--- src/rtl/fetch_redirect_unit.sv ---
// rtl/fetch_redirect_unit.sv - PC owner and two-slot fetch pipeline applying predictor redirects/squashes
// Optional FETCH_PERF_CNT_EN adds saturating redirect/squash counters.
module fetch_redirect_unit #(
  parameter int                PC_W   = 12,
  parameter int                INST_W = 16,
  parameter logic [INST_W-1:0] NOP    = 16'h0000
) (
  input  logic              clock,
  input  logic              reset,
  output logic [PC_W-1:0]   imem_addr,
  input  logic [INST_W-1:0] imem_rdata,
  output logic [PC_W-1:0]   pc,
  output logic [INST_W-1:0] inst,
  output logic              pred_enable,
  input  logic [PC_W-1:0]   resultpc,
  input  logic [1:0]        flash,
  output logic              out_valid,
  input  logic              out_ready,
  output logic [INST_W-1:0] out_inst,
  output logic [PC_W-1:0]   out_pc
`ifdef FETCH_PERF_CNT_EN
  ,
  output logic [15:0]       perf_redirects,
  output logic [15:0]       perf_squashed
`endif
);

  typedef enum logic {BOOT, RUN} state_t;

  state_t              state_q, state_d;
  logic [PC_W-1:0]     pc_q;
  logic                s0_v, s1_v;
  logic [INST_W-1:0]   s0_inst, s1_inst;
  logic [PC_W-1:0]     s0_pc, s1_pc;
  logic                advance;
  logic                sq1, sq2;

  always_ff @(posedge clock or posedge reset) begin
    if (reset) state_q <= BOOT;
    else       state_q <= state_d;
  end

  // BOOT holds for one cycle so the predictor's flag pipeline can settle.
  always_comb begin
    state_d = state_q;
    case (state_q)
      BOOT:    state_d = RUN;
      RUN:     state_d = RUN;
      default: state_d = BOOT;
    endcase
  end

  assign advance = (state_q == RUN) && (!s1_v || out_ready);
  assign sq1     = advance && (flash == 2'b01);
  assign sq2     = advance && (flash == 2'b10);

  always_ff @(posedge clock or posedge reset) begin
    if (reset) begin
      pc_q    <= '0;
      s0_v    <= 1'b0;
      s0_inst <= NOP;
      s0_pc   <= '0;
      s1_v    <= 1'b0;
      s1_inst <= NOP;
      s1_pc   <= '0;
    end else if (advance) begin
      pc_q    <= resultpc;
      s1_v    <= s0_v & ~sq2;
      s1_inst <= sq2 ? NOP : s0_inst;
      s1_pc   <= s0_pc;
      s0_v    <= ~(sq1 | sq2);
      s0_inst <= (sq1 | sq2) ? NOP : imem_rdata;
      s0_pc   <= pc_q;
    end
  end

  assign imem_addr   = pc_q;
  assign pc          = pc_q;
  assign inst        = imem_rdata;
  assign pred_enable = advance;
  assign out_valid   = s1_v;
  assign out_pc      = s1_pc;
  assign out_inst    = s1_v ? s1_inst : NOP;

`ifdef FETCH_PERF_CNT_EN
  logic [1:0]  squash_n;
  logic [16:0] red_sum, sq_sum;

  // The incoming S0 word is always live when advancing; a double squash also drops the old S0.
  always_comb begin
    squash_n = 2'd0;
    if (sq1)      squash_n = 2'd1;
    else if (sq2) squash_n = 2'd1 + {1'b0, s0_v};
  end

  assign red_sum = {1'b0, perf_redirects} + 17'd1;
  assign sq_sum  = {1'b0, perf_squashed} + {15'b0, squash_n};

  always_ff @(posedge clock or posedge reset) begin
    if (reset) begin
      perf_redirects <= 16'h0000;
      perf_squashed  <= 16'h0000;
    end else if (sq1 || sq2) begin
      perf_redirects <= red_sum[16] ? 16'hFFFF : red_sum[15:0];
      perf_squashed  <= sq_sum[16]  ? 16'hFFFF : sq_sum[15:0];
    end
  end
`endif

endmodule

--- config.mk ---
export PLATFORM = sky130hd
export DESIGN_NAME = fetch_redirect_unit
export DESIGN_NICKNAME = d
export VERILOG_FILES = /design/src/rtl/fetch_redirect_unit.sv
export SDC_FILE = /design/constraint.sdc
export NUM_CORES = 1
export LEC_CHECK = 0
export ABC_CLOCK_PERIOD_IN_PS = 3310
export BUFFER_PORTS_ARGS = -buffer_cell sky130_fd_sc_hd__buf_2
export CORE_ASPECT_RATIO = 1.4
export CORE_MARGIN = 4
export CORE_UTILIZATION = 54
export CTS_CLUSTER_SIZE = 12
export DETAILED_ROUTE_END_ITERATION = 16
export GPL_TIMING_DRIVEN = 0
export PLACE_DENSITY = 0.85
export SLEW_MARGIN = 0
export SYNTH_ARGS = -nofsm -noshare
export SYNTH_HDL_FRONTEND = slang
export SYNTH_SLANG_ARGS = --single-unit
--- constraint.sdc ---
create_clock -name clock -period 3.31 [get_ports clock]
set_input_delay 0.662 -clock clock [delete_from_list [all_inputs] [get_ports clock]]
set_output_delay 0.662 -clock clock [all_outputs]
set_load 0.01 [all_outputs]
==> flow_results.org, run 1 <==
** Status
- The run finished with clean final reports.

** STA
- The worst path uses 71.7% of the clock period.
- Worst hold slack :: 485 ps
- The number of max-slew violations in the final report came to 0.
- Setup repair after global routing left no endpoint under its margin.
- Number of failing hold endpoints at the final stage :: 0
- Headroom to the max-slew limit :: 43.0%
- For the pin with the worst max-slew slack, the measured transition is 855 ps.
- For the final routed database, the setup TNS stands at 0 ps.
- Final worst setup slack :: 938 ps
- Setup Viol. Count Final :: 0
- Timing would allow up to 422 MHz.
- Minimum period implied by the final worst setup slack :: 2370 ps
- Clock skew :: 6.99 ps

** Finish
- Across the whole layout, storage elements account for 1780 um^2.
- Count of non-filler cells in the finished layout :: 430
- Most frequent cells in the layout :: sky130_fd_sc_hd__buf_2 (105), sky130_fd_sc_hd__dfrtp_1 (71), sky130_fd_sc_hd__buf_4 (29)
- Of the cells placed in the final design, the portion with a size suffix greater than 1 is 56.1%.
- Multi-input gate area in the final layout :: 1010 um^2
- The number of antenna diodes in the final layout is 0.
- Most common library cell in the layout ignoring fill and taps :: sky130_fd_sc_hd__buf_2
- From synthesis to final layout, the design area changed by 25.2%.
- The filler cells instantiated in the layout total 404.
- Number of nets in the finished design :: 390

** Synthesis
- Counting every net in the synthesized netlist gives 277.
- Counting every instance in the synthesized netlist gives 244.
- Number of flops mapped to enable cells by yosys :: 0
- #FFs+latches synth :: 71
- Part of the Yosys area used for sequential elements :: 55.8%
- The netlist uses 23 different library cells.
- Counting flops with an async set or reset pin after synthesis yields a share of 100%.
- Warnings, synthesis :: 0
- The mapped netlist covers 3180 um^2.
- The average instance in the mapped netlist occupies 13.0 um^2.
- Most common flop cell mapped by yosys :: sky130_fd_sc_hd__dfrtp_1

** Worst hold path
- Worst Hold Endpoint :: s0_v$_DFFE_PP0P_
- In this run the most critical hold path is launched from s0_v$_DFFE_PP0P_.
- Path class of the lowest-slack min-delay path :: reg -> reg
- Along the worst hold path, the cell count comes to 1.

** Critical path
- Required time reported for the critical path endpoint :: 2650 ps
- Launch instance of the worst register-to-register path :: out_valid$_DFFE_PP0P_
- The worst setup path is launched from a register.
- The worst setup path is captured at an output pin.
- The critical path in this run is classified as reg -> out.
- For flop-to-flop paths, the worst setup slack is 1840 ps.
- Reg2Reg Capture Point :: s0_inst[0]$_DFFE_PP0P_
- Of all nets on the critical path, the largest fanout is 10.
- Number of cell instances on the worst register-to-register path :: 4
- Data on the critical path arrives at its endpoint at 1710 ps.

** Drt
- Drt via density :: 5.17
- Top routing layer used :: met4
- First drt pass iteration count :: 4
- Wire segments on met3 add up to 552 um in the final route.
- In this run, the number of DRC markers left after iteration 0 of detailed routing was 116.
- After detailed routing, the number of remaining DRC violations is 0.
- The routed design uses 3410 um of met2 wire.
- Count of nets left with antenna violations after detail routing :: 0
- Routed length on met1 :: 2700 um
- Total number of vias :: 2,221
- DRT Wirelength :: 6800 um
- After detailed routing, the average wire length per cell comes to 15.8 um.

** Clock tree
- Clock tree from TritonCTS :: done
- For the worst-skew pair, the clock arrives at the later sink with an insertion delay of 340 ps.
- In this run, post-CTS repair resized a total of 0 instances.
- Counting the buffers created by CTS gives 9.
- Clock transition at the registers of the reported paths :: 70 ps
- Clock Tree Root :: sky130_fd_sc_hd__clkbuf_8
- Counting every sink on the clock net gives 71.
- The H-tree was split into 3 levels.
- The longest clock path from root to sink contains 2 buffers.
- The number of setup buffers added after CTS is 0.
- CTS hold repair buffers :: 0

** Placed design
- At the end of routability-driven placement, the weighted congestion stood at 0.742.
- Before CTS, the worst setup slack after placement is 969 ps.
- Input and output buffers added on the ports amount to 102.
- Half-perimeter wire length after detailed placement :: 4950 um
- Total placed cells including tap cells :: 414

** Power and ir drop
- Power density relative to cell area :: 646 nW/um^2
- In this run the static leakage power is 2.07 nW.
- The worst-case IR drop observed on VDD is 0.338 mV.

** Die
- Number of ports placed on the die boundary :: 103
- Placeable core region :: 5610 um^2
- The initialized floorplan defines 32 standard-cell rows.
- Die height :: 98.8 um
- Initial core utilization :: 56.8%
- Measured along the x axis, the die boundary spans 72.9 um.
- Total die area :: 7200 um^2

** Global routing
- Antenna violations before repair :: 0
- The first global-routing pass estimated 11,400 um of wire.
- Global routing used 20.3% of the available tracks.
- Overflow after GRT :: 0
- The number of global-route vias before repair is 2,408.
- Entering global routing, the biggest net connects 72 pins.

** Job
- Across the run, the number of max-cap violations was 0.
-- cell type report --
| class | count | share of cell area [%] |
|---|---|---|
| Buffer | 43 | 8.19 |
| Clock inverter | 4 | 1.76 |
| Inverter | 17 | 1.73 |
| Clock buffer | 12 | 3.39 |
| Sequential cell | 71 | 44.6 |
| Tap cell | 68 | 2.14 |
| Multi-Input combinational cell | 113 | 25.4 |
| Timing Repair Buffer | 102 | 12.8 |
-- where the power goes --
group	leakage [nW]	internal, W	switching (W)
sequential	0.880	0.00106	0.000114
combinational	1.09	0.000367	0.000310
clock	0.104	0.000423	0.000306
-- metal layers --
metal / GRT usage [%] / vias to the layer above
li1: - / 1030
met1: 26.0 / 1082
met2: 32.5 / 96
met3: 5.10 / 13
met4: 8.52 / 0
met5: 0 / -
-- cell families (layout without fill, tap and decap cells) --
family          after synthesis  after routing  synth area share [%]
compound gates               37             37                  8.85
xor+xnor                      1              1                 0.275
buf+inv                      60            178                  12.3
flops                        71             71                  55.8
mux                          36             36                  15.6
other cells                   1              1                 0.118
simple gates                 38             38                  7.00
-- worst max-delay path by stage --
stage / startpoint / end / slack, ps / cells past startpoint
6_report: out_valid$_DFFE_PP0P_ / pred_enable / 940 / 7
3_5_place_dp: out_ready / pred_enable / 970 / 8
2_1_floorplan: reset / imem_addr[0]$_DFFE_PP0P_ / 850 / 1
3_3_place_gp: reset / s1_inst[14]$_DFFE_PP0P_ / 120 / 2
5_1_grt: out_valid$_DFFE_PP0P_ / pred_enable / 810 / 7
4_1_cts: out_valid$_DFFE_PP0P_ / pred_enable / 910 / 7
-- metrics by stage --
| step | cell area (um^2) | utilization [%] | power [W] |
|---|---|---|---|
| final | 3990 | 71.1 | 0.00257 |
| after floorplan | 3180 | - | 0.00162 |
| after detailed placement | 3780 | 67.4 | 0.00187 |
| after global placement | 3780 | 67.4 | 0.00183 |
| after global routing | 3990 | 71.1 | 0.00271 |
| after CTS | 3990 | 71.1 | 0.00260 |
-- registers in the layout, summed over array words and instances, names as in the netlist --
register and count:
s0_v 1, s0_inst 16, state_q 1, s1_inst 16, s0_pc 12, out_pc 12
out_valid 1, imem_addr 12
-- worst max-delay path, cell delays in order (launching register included) --
cell and delay (ps):
sky130_fd_sc_hd__dfrtp_1 440, sky130_fd_sc_hd__nand2b_1 110, sky130_fd_sc_hd__buf_6 140, sky130_fd_sc_hd__nand2_8 70
sky130_fd_sc_hd__inv_4 70, sky130_fd_sc_hd__buf_6 180, sky130_fd_sc_hd__buf_6 190, sky130_fd_sc_hd__buf_2 150
-- synth_stat cells, types with 2 or more instances --
master / instances / area (um^2)
sky130_fd_sc_hd__inv_1: 16 / 60.1
sky130_fd_sc_hd__buf_6: 7 / 78.8
sky130_fd_sc_hd__nand2_1: 3 / 11.3
sky130_fd_sc_hd__mux2_4: 24 / 360
sky130_fd_sc_hd__buf_4: 29 / 218
sky130_fd_sc_hd__buf_2: 3 / 15.0
sky130_fd_sc_hd__clkbuf_1: 4 / 15.0
sky130_fd_sc_hd__mux2_2: 12 / 135
sky130_fd_sc_hd__nor2_1: 13 / 48.8
sky130_fd_sc_hd__a22o_1: 16 / 140
sky130_fd_sc_hd__nand4_1: 14 / 87.6
sky130_fd_sc_hd__dfrtp_1: 71 / 1780
sky130_fd_sc_hd__nand2b_1: 2 / 12.5
sky130_fd_sc_hd__o21ai_0: 11 / 55.1
sky130_fd_sc_hd__and2_1: 3 / 18.8
sky130_fd_sc_hd__o21ai_2: 9 / 78.8
No activity file was read; power rests on OpenSTA's default activity.
==> run 2, diff against run 1 <==
ABC_AREA = 1   (was not set)
ABC_CLOCK_PERIOD_IN_PS = 2200   (was 3310)
CORE_UTILIZATION = 50   (was 54)
PLACE_DENSITY = 0.8   (was 0.85)
clock period = 2.2 ns   (was 3.31 ns; I/O delays follow)
==> flow_results.org, run 2 <==
** Synthesis
- Fraction of synthesis flops using an asynchronous set or reset pin :: 100%
- In the synthesized netlist, the number of instances is 357.
- Cell with the most instances after synthesis :: sky130_fd_sc_hd__nand2_1
- #FFs+latches synth :: 71
- Most numerous cell types in the synthesized netlist :: sky130_fd_sc_hd__nand2_1 (146), sky130_fd_sc_hd__dfrtp_1 (71), sky130_fd_sc_hd__o21ai_0 (39), sky130_fd_sc_hd__inv_1 (32), sky130_fd_sc_hd__buf_4 (31)
- Post-synthesis area per instance :: 8.69 um^2
- Number of flops mapped to enable cells by yosys :: 0
- Number of nets in the synthesized netlist :: 390
- Yosys top cell area share :: 57.3%
- Of all cell types, the one taking the most synthesized area is sky130_fd_sc_hd__dfrtp_1.
- Yosys attributes the largest share of cell area to sky130_fd_sc_hd__dfrtp_1 (57%), sky130_fd_sc_hd__nand2_1 (18%), sky130_fd_sc_hd__buf_4 (7.5%).
- Yosys printed 0 warnings.
- After synthesis the cells add up to 3100 um^2.
- Part of the Yosys area used for sequential elements :: 57.3%
- In the synthesized netlist the dominant register cell turns out to be sky130_fd_sc_hd__dfrtp_1.
- Counting distinct cell types in the post-synthesis netlist gives 15.

** Clock tree
- Number of resized instances in the post-cts repair step :: 0
- CTS hold repair buffers :: 0
- Clock tree from TritonCTS :: done
- Clock transition at the registers of the reported paths :: 70 ps
- Clock Tree Root :: sky130_fd_sc_hd__clkbuf_8
- The H-tree was split into 3 levels.
- The clock passes through at most 2 buffers.
- Clock buffers created by TritonCTS :: 9
- For this design, the sink count on the clock tree is 71.
- Insertion delay of the later-clocked pin in the worst-skew pair :: 340 ps
- Post-CTS repair timing setup buffer count :: 0

** Finish
- Share of cells above drive strength 1 :: 35.1%
- Most frequent cells in the layout :: sky130_fd_sc_hd__nand2_1 (146), sky130_fd_sc_hd__buf_2 (111), sky130_fd_sc_hd__dfrtp_1 (71)
- Summing all non-filler instances in the final layout gives an area of 3920 um^2.
- Once layout is complete, the utilization of the core stands at 65.9%.
- After filler insertion, the fill cell instance count of the layout stands at 504.
- Number of nets in the finished design :: 504
- Count of non-filler cells in the finished layout :: 546
- The largest registers in the layout are s0_inst (16), s1_inst (16).
- Relative area change from synthesis to final layout :: 26.3%
- The repair_antennas step left the layout with diodes totalling 0.
- Most common library cell in the layout ignoring fill and taps :: sky130_fd_sc_hd__nand2_1

** Power and ir drop
- Largest voltage drop on the vdd net :: 0.625 mV
- Dividing total power by cell area gives a power density of 884 nW/um^2.
- LEAKAGE :: 2.32 nW

** Drt
- Using the TritonRoute via totals, the vias-per-cell ratio works out to 4.74.
- The first detailed-routing pass took 4 iterations.
- Post-route DRC :: 0
- Count of nets left with antenna violations after detail routing :: 0
- Total number of vias :: 2,588
- Dividing the detail-routed wire length by the instance count gives 12.8 um.
- After the first detailed-routing iteration, the DRC count stood at 161.
- DRT Wirelength :: 7010 um

** Critical path
- Kind of launch point of the worst setup path :: register
- Required time reported for the critical path endpoint :: 1760 ps
- Cell breakdown of the critical path :: buf_6 > a21oi_4 > buf_2 > buf_2
- Crit-path max FO :: 10
- Max stage delay on crit path :: 390 ps
- Among all stages on the critical path, the largest delay is contributed by sky130_fd_sc_hd__dfrtp_1.
- Worst-case register-to-register setup slack :: 840 ps
- The worst setup path is of the reg -> out kind.
- Most common cell type on the critical path :: sky130_fd_sc_hd__buf_2
- Worst EP arrival :: 1580 ps
- CP Capture Type :: output pin

** Placed design
- The HPWL after detailed placement is 5230 um.
- Summing all placed instances gives a cell area of 3720 um^2.
- Number of port buffers :: 102
- The congestion estimate from routability-driven global placement came to 0.808.
- The number of placed instances, taps included, is 530.

** STA
- Final clock period utilization by the worst path :: 92.0%
- For the final database, setup skew stands at 8.24 ps.
- Setup Viol. Count Final :: 0
- The number of max-slew violations in the final report is 0.
- Headroom to the max-slew limit came out at 54.5%.
- After routing, the total negative slack on setup checks comes to 0 ps.
- At the pin with the least slew margin, the transition time is 681 ps.
- RSZ-0062 raised after global routing :: no
- Derived from the worst setup path, the maximum achievable clock frequency is 494 MHz.
- Minimum period implied by the final worst setup slack :: 2020 ps
- Number of failing hold endpoints at the final stage :: 0
- Worst hold slack :: 191 ps

** Status
- The run finished with clean final reports.

** Die
- During I/O placement, the number of pins put on the boundary was 103.
- From bottom edge to top edge, the die measures 101 um.
- Initial core utilization :: 52.2%
- In this run the standard cell core region covers 5950 um^2.
- After floorplanning, the core was divided into 33 placement rows.
- Die X :: 74.6 um
- The floorplan step defined a die boundary enclosing 7550 um^2.

** Global routing
- Overflow after GRT :: 0
- Antenna violations before repair :: 0
- In the global route stage, overall resource usage came out at 19.8%.
- Global-route wire length before repair :: 11,500 um
- Entering global routing, the biggest net connects 43 pins.
- Vias in the first global route :: 2,589

** Job
- Max-cap violations in this run came to 0.

** Worst hold path
- Path class of the lowest-slack min-delay path :: in -> async
## run 2: changes by cell type after synthesis, sizes merged, moves of 3 or more
cell / previous run / this run
a22o: 16 / 0
and2: 3 / 0
buf: 39 / 43
inv: 17 / 32
mux2: 36 / 0
nand2: 4 / 148
nand3: 0 / 16
nand4: 14 / 0
nor2: 13 / 0
o21ai: 20 / 41
## run 2: cell type report
| class | instances | area (um^2) | share of cell area (%) |
|---|---|---|---|
| buffer | 46 | 324 | 8.27 |
| clock buffer | 14 | 183 | 4.66 |
| clock inverter | 2 | 12.5 | 0.319 |
| inverter | 32 | 124 | 3.16 |
| multi-input combinational | 208 | 882 | 22.5 |
| sequential | 71 | 1780 | 45.3 |
| tap | 70 | 87.6 | 2.23 |
| timing repair buffer | 103 | 531 | 13.5 |
## run 2: layer usage
layer / GRT usage [%] / part of all wire, %
met2: 35.5 / 53
met3: 5.56 / 6.6
met4: 6.30 / 1.3
met1: 22.4 / 39
met5: 0 / 0
## run 2: critical path: cells and delay by family (launching register included)
kind / cells / cell delay [ps]
DFF: 1 / 390
AOI/OAI and AO/OA: 1 / 260
buffers and inverters: 3 / 590
## run 2: cells by family after synthesis
kind of cell | Yosys count | share of synthesized area, %
flip-flops | 71 | 57.3
AO/OA/AOI/OAI | 42 | 7.14
AND/OR/NAND/NOR | 164 | 20.6
XOR/XNOR | 1 | 0.524
buffers and inverters | 78 | 14.3
other | 1 | 0.121
## run 2: where the power goes
group,internal [W],switching [W]
Sequential,0.00154,0.000138
Clock,0.000532,0.000467
Combinational,0.000342,0.000450
## run 2: worst paths after layout
kind / startpoint / end / cells past startpoint
max: out_valid$_DFFE_PP0P_ / pred_enable / 4
min: reset / s1_inst[4]$_DFFE_PP0P_ / 2
max reg2reg: out_valid$_DFFE_PP0P_ / s0_inst[1]$_DFFE_PP0P_ / 5
min reg2reg: s0_pc[6]$_DFFE_PP0P_ / out_pc[6]$_DFFE_PP0P_ / 2
max in group asynchronous: reset / imem_addr[0]$_DFFE_PP0P_ / 3
min in group clock: resultpc[11] / imem_addr[11]$_DFFE_PP0P_ / 3
## run 2: metrics by stage
| step | setup slack [ps] | power (W) |
|---|---|---|
| 4_1_cts | 145 | 0.00349 |
| 6_report | 175 | 0.00346 |
| 3_5_place_dp | 471 | 0.00250 |
| 5_1_grt | 63.3 | 0.00368 |
| 2_1_floorplan | 778 | 0.00217 |
| 3_3_place_gp | 481 | 0.00246 |
==> run 3, diff against run 2 <==
RECOVER_POWER = 25   (was not set)
==> flow_results.org, run 3 (synthesis gave the netlist of run 2 again) <==
** Finish
- Fill cells in the final layout number 505.
- Final cell area excluding filler cells :: 3920 um^2
- Across the whole layout, storage elements account for 1780 um^2.
- Largest regs :: s0_inst (16), s1_inst (16)
- Relative area change from synthesis to final layout :: 26.3%
- Cells fill 65.9% of the core in the end.
- Number of antenna repair diodes :: 0
- Share of cells above drive strength 1 :: 35.1%
- Multi-input gate area in the final layout :: 882 um^2
- The library cells used most frequently in the layout, excluding fill and tap cells, are sky130_fd_sc_hd__nand2_1 (146), sky130_fd_sc_hd__buf_2 (111), sky130_fd_sc_hd__dfrtp_1 (71).
- The library cell used most frequently in the layout, excluding fill and tap cells, is sky130_fd_sc_hd__nand2_1.
- For this run, the post-layout net count is 504.

** Die
- Number of ports placed on the die boundary :: 103
- The total area inside the core boundary comes to 5950 um^2.
- Total die area :: 7550 um^2
- The floorplan step set the die height to 101 um.
- The floorplan step set the die width to 74.6 um.
- Row generation in the floorplan step produced 33 rows.
- Initial core utilization :: 52.2%

** Clock tree
- The clock reaches the later pin of the worst-skew pair after 340 ps.
- CTS hold repair buffers :: 0
- Post-CTS repair changed the size of 0 cells.
- The tree is rooted in a sky130_fd_sc_hd__clkbuf_8.
- CTS built an H-tree with a depth of 3.
- Bufs on Longest Clock Path :: 2
- In this run the post-CTS setup repair buffer count came out at 0.
- The clock net in this run drives a total of 71 sinks.
- Counting the buffers created by CTS gives 9.
- Clock transition at the registers of the reported paths :: 70 ps
- Clock tree from TritonCTS :: done

** Critical path
- Crit path max-delay family :: buffers and inverters
- Worst-case register-to-register setup slack :: 840 ps
- Crit-path max FO :: 10
- Launch instance of the worst register-to-register path :: out_valid$_DFFE_PP0P_
- The critical path contains buffers and inverters numbering 3 combined.
- The worst setup path is captured at an output pin.
- Max stage delay on crit path :: 390 ps
- The setup path with the least slack is of type reg -> out.
- STA classifies the critical path startpoint as a register.
- Data on the critical path is required at its endpoint by 1760 ps.
- Cell breakdown of the critical path :: buf_6 > a21oi_4 > buf_2 > buf_2
- Counting stages on the worst path, the most repeated cell is sky130_fd_sc_hd__buf_2.
- The slowest stage of the critical path belongs to the cell sky130_fd_sc_hd__dfrtp_1.
- Number of cell instances on the worst register-to-register path :: 5
- Reg2Reg Capture Point :: s0_inst[1]$_DFFE_PP0P_
- For the worst setup path, the data arrival time is 1580 ps.

** Global routing
- Global-route wire length before repair :: 11,500 um
- Antenna violations before repair :: 0
- Global routing used 19.8% of the available tracks across all layers.
- Maximum number of pins on one net before global-route repair :: 43
- Overflow after GRT :: 0
- The number of global-route vias before repair is 2,589.

** STA
- Maximum clock rate :: 494 MHz
- The final-report hold violation count was 0.
- Slew @ Worst Pin :: 1380 ps
- Final-report max-slew violation count :: 0
- Minimum period implied by the final worst setup slack :: 2020 ps
- Worst hold slack :: 301 ps
- In this run the tightest slew margin relative to its limit is 7.42%.
- Setup Viol. Count Final :: 0
- Setup tns final :: 0 ps
- Clock skew :: 8.24 ps
- RSZ-0062 raised after global routing :: no
- Final clock period utilization by the worst path :: 92.0%

** Placed design
- Placed standard-cell area :: 3720 um^2
- Input and output buffers added on the ports amount to 102.
- Final estimated routing congestion in global placement :: 0.808
- Half-perimeter wire length after detailed placement :: 5230 um

** Worst hold path
- Beginning of the worst hold path :: resultpc[11]
- The worst hold path passes through 3 cells.
- The tightest min-delay check is of the in -> reg type.
- For hold timing, the worst endpoint is imem_addr[11]$_DFFE_PP0P_.

** Drt
- Count of nets left with antenna violations after detail routing :: 0
- The final route contains 2,587 vias.
- Summed over all layers, the routed wires come to 7010 um.
- Post-route DRC :: 0
- First drt pass iteration count :: 4
- Iteration-0 DRC count of the detailed router :: 161
- Dividing the detail-routed wire length by the instance count gives 12.8 um.
- Dividing the detail-routed via count by the number of cells gives 4.74.

** Power and ir drop
- Total power for the finished layout comes to 0.00346 W.
- LEAKAGE :: 2.32 nW
- IR analysis of the VDD net gives a maximum drop of 0.625 mV.
- Power density relative to cell area :: 884 nW/um^2

** Job
- Max-Cap Viols :: 0

** Status
- The flow ran to the end, and the final reports show no timing, DRC or antenna violations.
==> run 3: worst max-delay path by stage <==
stage | startpoint | endpoint | slack, ps | cells past startpoint
global route | out_valid$_DFFE_PP0P_ | out_inst[1] | 60 | 5
global placement | out_ready | pred_enable | 480 | 5
CTS | out_valid$_DFFE_PP0P_ | pred_enable | 150 | 4
detailed placement | out_ready | pred_enable | 470 | 5
finish | out_valid$_DFFE_PP0P_ | pred_enable | 180 | 4
floorplan | out_valid$_DFFE_PP0P_ | pred_enable | 780 | 3
==> run 3: through the flow <==
stage | setup WS (ps) | instances
after detailed placement | 471 | 530
after CTS | 145 | 546
after floorplan | 778 | 357
final | 175 | 546
after global placement | 481 | 529
after global routing | 63.3 | 546
==> run 3: worst min-delay path: stages <==
cell                      delay, ps
sky130_fd_sc_hd__buf_2           80
sky130_fd_sc_hd__nand2_1         40
sky130_fd_sc_hd__nand2_1         40
==> run 3: report_power, final <==
part | internal [W] | switching, W | total (W)
Combinational | 0.000342 | 0.000450 | 0.000792
Sequential | 0.00154 | 0.000138 | 0.00167
Clock | 0.000532 | 0.000467 | 0.000999
==> run 3: cell type report <==
type	instances	share of cell area [%]
clock inverter	2	0.319
inverter	32	3.10
multi-input combinational	208	22.5
timing repair buffer	103	13.5
sequential	71	45.4
tap	70	2.24
buffer	46	8.27
clock buffer	14	4.66
==> run 3: routing by layer <==
layer | routed length [um] | global-route usage, % | share of wire, %
met1 | 2730 | 22.4 | 39
met2 | 3720 | 35.5 | 53
met3 | 462 | 5.56 | 6.6
met4 | 92 | 6.30 | 1.3
met5 | 0 | 0 | 0
